<file path="src/rtl/vx_wfa_pkg.sv">
// Shared definitions for the weighted fair arbiter family.
// Holds the effective-weight helper, age constants (used with VX_WFA_AGING_EN) and the index-width helper.
package vx_wfa_pkg;

  localparam int AGE_W = 8;
  localparam logic [AGE_W-1:0] AGE_MAX = 8'd255;

  // Index width for a requester count; a single requester still gets a 1-bit index.
  function automatic int wfa_log2(input int n);
    return (n > 1) ? $clog2(n) : 1;
  endfunction

  // A zero weight behaves as weight 1 so that requester is never starved.
  function automatic int wfa_eff_weight(input int w);
    return (w == 0) ? 1 : w;
  endfunction

endpackage

</file>
<file path="src/rtl/vx_rr_pick.sv">
// Combinational round-robin picker: first set bit of requests searching upward
// from start_ptr with wrap-around. Shared by the arbiter family.
module vx_rr_pick
  import vx_wfa_pkg::*;
#(
  parameter int NUM_REQS     = 4,
  parameter int LOG_NUM_REQS = wfa_log2(NUM_REQS)
) (
  input  logic [NUM_REQS-1:0]     requests,
  input  logic [LOG_NUM_REQS-1:0] start_ptr,
  output logic [LOG_NUM_REQS-1:0] grant_index,
  output logic [NUM_REQS-1:0]     grant_onehot,
  output logic                    grant_valid
);

  always_comb begin : p_pick
    int idx;
    logic [LOG_NUM_REQS-1:0] sel;
    grant_index  = '0;
    grant_onehot = '0;
    grant_valid  = 1'b0;
    idx          = 0;
    sel          = '0;
    for (int k = 0; k < NUM_REQS; k++) begin
      // Explicit wrap keeps non-power-of-2 requester counts in range.
      idx = int'(start_ptr) + k;
      if (idx >= NUM_REQS) idx = idx - NUM_REQS;
      sel = LOG_NUM_REQS'(idx);
      if (!grant_valid && requests[sel]) begin
        grant_valid       = 1'b1;
        grant_index       = sel;
        grant_onehot[sel] = 1'b1;
      end
    end
  end

endmodule

</file>
<file path="src/rtl/vx_weighted_fair_arbiter.sv">
// Weighted round-robin arbiter: each requester receives up to its weight in grants per round.
// Optional starvation aging is enabled with the VX_WFA_AGING_EN macro.
module vx_weighted_fair_arbiter
  import vx_wfa_pkg::*;
#(
  parameter int NUM_REQS     = 4,
  parameter int WEIGHT_W     = 4,
  parameter int LOCK_ENABLE  = 0,
  parameter int LOG_NUM_REQS = wfa_log2(NUM_REQS)
) (
  input  logic                         clk,
  input  logic                         reset,
  input  logic                         enable,
  input  logic [NUM_REQS-1:0]          requests,
  input  logic [NUM_REQS*WEIGHT_W-1:0] weights,
  output logic [LOG_NUM_REQS-1:0]      grant_index,
  output logic [NUM_REQS-1:0]          grant_onehot,
  output logic                         grant_valid
);

  if (NUM_REQS == 1) begin : g_single

    logic unused_ok;
    assign unused_ok    = ^{clk, reset, enable, weights};
    assign grant_onehot = requests;
    assign grant_valid  = requests[0];
    assign grant_index  = '0;

  end else begin : g_multi

    typedef logic [WEIGHT_W-1:0] weight_t;

    weight_t                 credit      [NUM_REQS];
    weight_t                 credit_base [NUM_REQS];
    weight_t                 credit_next [NUM_REQS];
    weight_t                 eff_w       [NUM_REQS];
    logic [LOG_NUM_REQS-1:0] rr_ptr;
    logic [LOG_NUM_REQS-1:0] ptr_next;
    logic [NUM_REQS-1:0]     eligible;
    logic [NUM_REQS-1:0]     arb_vec;
    logic                    refill;
    logic                    advance;
    logic [LOG_NUM_REQS-1:0] rr_index;
    logic [NUM_REQS-1:0]     rr_onehot;
    logic                    rr_valid_unused;
    logic [LOG_NUM_REQS-1:0] sel_index;
    logic [NUM_REQS-1:0]     sel_onehot;

    always_comb begin
      for (int i = 0; i < NUM_REQS; i++) begin
        eff_w[i]    = WEIGHT_W'(wfa_eff_weight(int'(weights[i*WEIGHT_W +: WEIGHT_W])));
        eligible[i] = requests[i] && (credit[i] != '0);
      end
    end

    // When every active requester has spent its credit, this cycle already arbitrates the new round.
    assign refill  = (eligible == '0) && (requests != '0);
    assign arb_vec = refill ? requests : eligible;

    vx_rr_pick #(
      .NUM_REQS     (NUM_REQS),
      .LOG_NUM_REQS (LOG_NUM_REQS)
    ) u_rr_pick (
      .requests     (arb_vec),
      .start_ptr    (rr_ptr),
      .grant_index  (rr_index),
      .grant_onehot (rr_onehot),
      .grant_valid  (rr_valid_unused)
    );

`ifdef VX_WFA_AGING_EN
    logic [AGE_W-1:0]        age [NUM_REQS];
    logic                    aged_any;
    logic [LOG_NUM_REQS-1:0] aged_index;

    // Lowest-index requester that has waited the full age limit overrides the weighted pick.
    always_comb begin
      aged_any   = 1'b0;
      aged_index = '0;
      for (int i = NUM_REQS - 1; i >= 0; i--) begin
        if (requests[i] && (age[i] == AGE_MAX)) begin
          aged_any   = 1'b1;
          aged_index = LOG_NUM_REQS'(i);
        end
      end
    end

    assign sel_index  = aged_any ? aged_index : rr_index;
    assign sel_onehot = aged_any ? (NUM_REQS'(1) << aged_index) : rr_onehot;

    always_ff @(posedge clk) begin
      for (int i = 0; i < NUM_REQS; i++) begin
        if (reset) begin
          age[i] <= '0;
        end else if (advance && (sel_index == LOG_NUM_REQS'(i))) begin
          age[i] <= '0;
        end else if (requests[i] && (age[i] != AGE_MAX)) begin
          age[i] <= age[i] + AGE_W'(1);
        end
      end
    end
`else
    assign sel_index  = rr_index;
    assign sel_onehot = rr_onehot;
`endif

    assign grant_valid  = |requests;
    assign grant_index  = sel_index;
    assign grant_onehot = grant_valid ? sel_onehot : '0;
    assign advance      = grant_valid && ((LOCK_ENABLE == 0) || enable);

    always_comb begin
      for (int i = 0; i < NUM_REQS; i++) begin
        credit_base[i] = refill ? eff_w[i] : credit[i];
        credit_next[i] = credit_base[i];
        if ((sel_index == LOG_NUM_REQS'(i)) && (credit_base[i] != '0)) begin
          credit_next[i] = credit_base[i] - WEIGHT_W'(1);
        end
      end
      ptr_next = (sel_index == LOG_NUM_REQS'(NUM_REQS - 1)) ? '0 : sel_index + LOG_NUM_REQS'(1);
    end

    always_ff @(posedge clk) begin
      if (reset) begin
        for (int i = 0; i < NUM_REQS; i++) credit[i] <= '0;
        rr_ptr <= '0;
      end else if (advance) begin
        for (int i = 0; i < NUM_REQS; i++) credit[i] <= credit_next[i];
        rr_ptr <= ptr_next;
      end
    end

  end

endmodule

</file>
<file path="config.mk">
export PLATFORM = sky130hd
export DESIGN_NAME = vx_weighted_fair_arbiter
export DESIGN_NICKNAME = d
export VERILOG_FILES = /design/src/rtl/vx_wfa_pkg.sv /design/src/rtl/vx_rr_pick.sv /design/src/rtl/vx_weighted_fair_arbiter.sv
export SDC_FILE = /design/constraint.sdc
export NUM_CORES = 1
export LEC_CHECK = 0
export CAP_MARGIN = 20
export CELL_PAD_IN_SITES_DETAIL_PLACEMENT = 1
export CELL_PAD_IN_SITES_GLOBAL_PLACEMENT = 2
export CORE_MARGIN = 2
export CORE_UTILIZATION = 35
export CTS_CLUSTER_DIAMETER = 100
export CTS_CLUSTER_SIZE = 40
export DETAILED_ROUTE_END_ITERATION = 10
export PLACE_DENSITY_LB_ADDON = 0.05
export SYNTH_ARGS = -nofsm -noshare
export SYNTH_HDL_FRONTEND = slang
export SYNTH_HIERARCHICAL = 1
export SYNTH_SLANG_ARGS = --single-unit
</file>
<file path="constraint.sdc">
create_clock -name clk -period 11.1 [get_ports clk]
set_input_delay 3.33 -clock clk [delete_from_list [all_inputs] [get_ports clk]]
set_output_delay 3.33 -clock clk [all_outputs]
set_load 0.1 [all_outputs]
</file>
# After elaboration in Yosys (flattened, before gate mapping)
# Memory sizes are Yosys's and may differ from the RTL's.
# Index checks and enable logic that the tools add are counted.
totals:
  reg_bits: 2
  output_inout_bits: 7
  mem_bits_rw: 16
  mem_count: 1
  elab_cells: 126
  in_bits: 23
memory_table:
  columns: ["name", "words", "word_bits", "read_ports", "rd_clocked_by_memory_dff", "wr", "line", "rtl"]
  rows:
  - ["g_multi.credit", 4, 4, 4, 0, 4, "vx_weighted_fair_arbiter.sv:33", "weight_t credit [NUM_REQS];"]
op_classes:
  mux: 55
  bitwise: 7
  reduce_logical: 35
  n_eq_ne: 3
  n_addsub: 12
  magnitude_cmp: 12
op_table:
  columns: ["operator", "n"]
  rows:
  - ["4-bit 2-to-1 mux", 22]
  - ["4-bit nonzero test", 9]
  - ["4-bit logical NOT", 5]
  - ["2-bit 2-to-1 mux", 9]
  - ["1-bit logical AND", 16]
  - ["1-bit 2-to-1 mux", 16]
  - ["4-bit by 1-bit subtractor with 4-bit output, second input constant", 4]
  - ["2-bit by 3-bit less-than comparator with 1-bit output, second input constant", 4]
  - ["4-bit OR", 3]
  - ["3-bit greater-or-equal comparator, second input constant", 3]
  - ["1-bit binary-select mux with 2-bit select", 4]
  - ["1-bit demux with 2-bit select", 4]
  - ["2-bit by 1-bit greater-or-equal comparator with 1-bit output, second input constant", 4]
  - ["2-bit by 1-bit subtractor with 2-bit output, second input constant", 4]
  - ["2-bit by 2-bit adder with 3-bit output, second input constant", 2]
  - ["2-bit == test, second input constant", 2]
  - ["1-bit OR", 4]
  - ["4-bit OR reduction", 1]
  - ["2-bit by 1-bit adder with 3-bit output, second input constant", 1]
  - ["2-bit by 3-bit greater-or-equal comparator with 1-bit output, second input constant", 1]
  - ["1-bit logical NOT", 3]
  - ["2-bit by 1-bit adder with 2-bit output, second input constant", 1]
  - ["2-bit by 1-bit == test with 1-bit output, second input constant", 1]
  - ["2-bit logical NOT", 1]

# Longest topological paths before layout
# Gate-level depths: netlist of run 1.
# An unclocked memory read counts as a cell.
logic_depth:
  depth_word: 22
  ltp_mapped: 17
  depth_no_buf: 15

# Modules after synthesis
# Netlist of run 1, hierarchy kept.
by_module_without_submodules:
  columns: ["mod", "instances", "cells_each", "seq_area_each_um2", "area_per_inst_um2"]
  rows:
  - ["vx_weighted_fair_arbiter", 1, 172, 520.5, 1664.1]
  - ["vx_rr_pick", 1, 45, 0.0, 419.2]

# Worst setup path before layout of run 1
# No wires, ideal clock.
synth_path:
  path_kind: "input -> output"
  from: "input requests[1]"
  to: "output grant_index[0]"
  slack_ns: 0.549
  required_ns: 7.770
  t_arrival_ns: 7.221
  path_buffers: 2
  cell_stages: 8
  path_cell_list: "o41ai_2 -> and4_1 -> buf_4 -> nand2_1 -> nand2_1 -> mux4_2 -> clkbuf_1 -> o31ai_1"
synth_between:
  elab_chain_cells: 16
  word_cells_on_any_way: 26
  classes_between: "mux (16); reduce/logical (10)"
synth_lines:
  columns: ["element", "line", "rtl"]
  rows:
  - ["start: declaration", "vx_weighted_fair_arbiter.sv:14", "input logic [NUM_REQS-1:0] requests,"]
  - ["1-bit logical AND", "vx_weighted_fair_arbiter.sv:52", "eligible[i] = requests[i] && (credit[i] != '0);"]
  - ["4-bit logical NOT", "vx_weighted_fair_arbiter.sv:57", "assign refill = (eligible == '0) && (requests != '0);"]
  - ["1-bit logical AND (*)", "vx_weighted_fair_arbiter.sv:57", null]
  - ["4-bit 2-to-1 mux (*)", "vx_weighted_fair_arbiter.sv:58", "assign arb_vec = refill ? requests : eligible;"]
  - ["named net g_multi.arb_vec[3]", "vx_weighted_fair_arbiter.sv:40", "logic [NUM_REQS-1:0] arb_vec;"]
  - ["1-bit binary-select mux with 2-bit select", "vx_rr_pick.sv:29", "if (!grant_valid && requests[sel]) begin"]
  - ["1-bit 2-to-1 mux (not written as such)", "vx_rr_pick.sv:29", null]
  - ["1-bit 2-to-1 mux", "vx_rr_pick.sv:29", null]
  - ["1-bit logical NOT", "vx_rr_pick.sv:29", null]
  - ["1-bit logical AND", "vx_rr_pick.sv:29", null]
  - ["1-bit 2-to-1 mux", "vx_rr_pick.sv:29", null]
  - ["1-bit logical NOT", "vx_rr_pick.sv:29", null]
  - ["1-bit logical AND", "vx_rr_pick.sv:29", null]
  - ["1-bit 2-to-1 mux", "vx_rr_pick.sv:29", null]
  - ["1-bit logical NOT", "vx_rr_pick.sv:29", null]
  - ["1-bit logical AND", "vx_rr_pick.sv:29", null]
  - ["2-bit 2-to-1 mux (*)", "vx_rr_pick.sv:29", null]
  - ["end: declaration", "vx_weighted_fair_arbiter.sv:16", "output logic [LOG_NUM_REQS-1:0] grant_index,"]
# The timed path passes the listed nets; every way through them passes the cells marked *. The select of a mux whose other input is x is not followed.

# Final worst setup path of run 1
layout_path:
  from: "input requests[0]"
  to: "output grant_index[0]"
# The elaborated chain is that of the path after synthesis.

==> flow_summary.rst, run 1 <==
.. list-table::
   :header-rows: 1

   * - Metric
     - Value
   * - Worst-path clk slew
     - 0.09 ns
   * - Synthesized Nets
     - 252
   * - Cell Count Post-Placement
     - 310
   * - Status
     - completed
   * - CTS H-tree lvls
     - 1
   * - Net count reported at finish
     - 276
   * - DRC violation count after routing
     - 0
   * - Number of diodes
     - 0
   * - Highest Clock Rate
     - 100 MHz
   * - Total via count in the routed design
     - 1895
   * - Maximum clock path buffer count
     - 2
   * - Boundary pin count
     - 30
   * - Setup repair after global routing missed its margin
     - false
   * - Antenna violations before repair
     - 0
   * - GRT Total Usage
     - 0.196
   * - Endpoint kind of the worst setup timing path
     - output port
   * - First-pass GRT wire length
     - 9920 um
   * - Max FO, Critical Path
     - 11
   * - Final WS setup
     - 1.15 ns
   * - Number of max-cap violations
     - 0
   * - Clock latency on the worst-skew pair
     - 0.27 ns
   * - Initial Utilization
     - 0.357
   * - P&R area growth vs syn
     - 16.4%
   * - Max Transition Viols Final
     - 0
   * - Layout cells sized above 1
     - 0.151
   * - Worst hold-check path type
     - reg -> reg
   * - Worst Path Class, Setup
     - in -> out
   * - Global placement routability congestion
     - 0.846
   * - Total negative setup slack
     - 0 ns
   * - Number of cells in the finished layout apart from fillers
     - 314
   * - Die X-Extent
     - 81.0 um
   * - Iteration count of the initial detailed-routing pass
     - 4
   * - Data arrival time at the worst-slack endpoint
     - 6.62 ns
   * - Root Buffer Master
     - sky130_fd_sc_hd__clkbuf_8
   * - Total Wirelength
     - 6030 um
   * - Number of buffers inserted to repair setup after CTS
     - 0
   * - Startpoint types
     - primary input
   * - Worst-path cell chain
     - clkdlybuf4s50_1, o41ai_4, and4_1, nand2_1, nand2_1, mux4_1, inv_1, a21oi_1, o31ai_1, buf_4
   * - Max-slew headroom
     - 0.350
   * - Largest net degree at the start of global routing
     - 17
   * - Fin crit period
     - 9.95 ns
   * - Number of cell rows
     - 28
   * - Total grt overflow
     - 0
   * - Worst slew pin tran
     - 0.975 ns
   * - Inserted Clock Buffers
     - 3
   * - CP max stage delay
     - 0.65 ns
   * - Via/cell ratio
     - 6.04
   * - Final Hold Fails
     - 0
   * - Vias in the first global route
     - 2018
   * - Number of violations reported at the end of detailed-routing iteration 0
     - 52
   * - Worst clock skew
     - 0.00217 ns
   * - Average instance area after synthesis
     - 9.62 sq um
   * - DIE HEIGHT
     - 81.0 um
   * - TritonCTS clock tree
     - built
   * - Count of input and output buffers
     - 28
   * - Cts-stage hold buffer count
     - 0
   * - Floorplan die area
     - 6570 sq um
   * - Post-placement worst setup slack
     - 1.15 ns
   * - Share of the clock period used by the worst path after layout
     - 0.897
   * - Most repeated library cell on the critical path
     - sky130_fd_sc_hd__nand2_1
   * - Placed standard-cell area
     - 2370 sq um
   * - Drt wl/cell
     - 19.2 um
   * - # clock sinks
     - 18
   * - Dpl hpwl
     - 4480 um
   * - Total setup violations reported at the end of the flow
     - 0
   * - Resize count post-CTS
     - 0
   * - Gate Count Post-Synth
     - 216
   * - Core box area
     - 5820 sq um
   * - Worst path slowest cell
     - sky130_fd_sc_hd__mux4_1
   * - Count of antenna-violating nets left after detailed routing
     - 0
   * - Number of inserted filler cells in the final layout
     - 698
   * - Post-route standard cell area excluding fillers
     - 2420 sq um
   * - Data required time of the critical path
     - 7.77 ns
   * - Netlist Area Pre-Place
     - 2080 sq um
   * - YS warnings
     - 6
critical path, delay by kind of cell:
kind,cells,cell delay [ns]
mux,1,0.65
simple gates,3,0.64
compound gates,3,0.85
buf+inv,3,1.15
area by class of cell:
type                    count  area [sq um]  share of cell area
clock inverters             1          3.75             0.00155
repair buffers             29           273               0.113
well taps                  75          93.8              0.0388
clock buffers               3          41.3              0.0171
inverters                   7          26.3              0.0109
multi-input cells         181          1460               0.604
flip-flops and latches     18           520               0.215
sequential cells by signal, summed over array words and instances, names as in the netlist:
register / cells
g_multi.rr_ptr: 2
g_multi.credit: 16
metal layers:
| layer | part of all wire | GRT usage | up-vias | wire (um) |
|---|---|---|---|---|
| li1 | - | - | 898 | - |
| met2 | 0.50 | 0.331 | 42 | 3000 |
| met4 | 0.014 | 0.0729 | 0 | 82 |
| met3 | 0.033 | 0.0344 | 7 | 200 |
| met5 | 0 | 0 | - | 0 |
| met1 | 0.46 | 0.249 | 948 | 2750 |
stage by stage:
step,hold slack [ns],util
2_1_floorplan,0.527,-
3_3_place_gp,0.591,0.408
3_5_place_dp,0.607,0.408
4_1_cts,0.623,0.416
5_1_grt,0.653,0.416
6_report,0.610,0.416
path summary, 6_finish.rpt:
path	cells past startpoint	slack (ns)	end	startpoint
worst min register to register	2	0.61	g_multi.rr_ptr[1]	g_multi.rr_ptr[1]
worst max register to register	13	6.47	g_multi.credit[1][3]	g_multi.credit[1][0]
worst max-delay path	10	1.15	grant_index[0]	requests[0]
worst min-delay path	2	0.61	g_multi.rr_ptr[1]	g_multi.rr_ptr[1]
cell usage in the layout (no fill, tap or decap), drive strengths merged, types with 2 or more instances in the layout:
cell type / count
o211ai: 4
nor3b: 8
edfxtp: 16
nand3: 3
xor2: 2
a21oi: 12
mux4: 4
dfxtp: 2
o32ai: 2
clkdlybuf4s50: 22
inv: 7
a21o: 2
a21boi: 2
o41ai: 4
nand2b: 2
xnor2: 3
a22oi: 8
nand4: 2
or3b: 2
and2: 4
a41oi: 2
nor4b: 7
nor2: 18
mux2: 5
o21ai: 9
nor4: 3
mux2i: 9
ha: 13
clkbuf: 3
buf: 7
nor3: 15
nand2: 17
a211oi: 11
Power of run 1 is left out: the tool's default activity adds up to more than one toggle a clock period on the data nets, which glitch-free logic cannot reach.
==> run 2, diff against run 1 <==
Settings changed: CTS_BUF_LIST from default to sky130_fd_sc_hd__clkbuf_4 sky130_fd_sc_hd__clkbuf_8.
==> results of run 2 <==
The final DEF is identical to that of run 1; final timing and power are the same.
Power of run 2 is left out for the same reason.
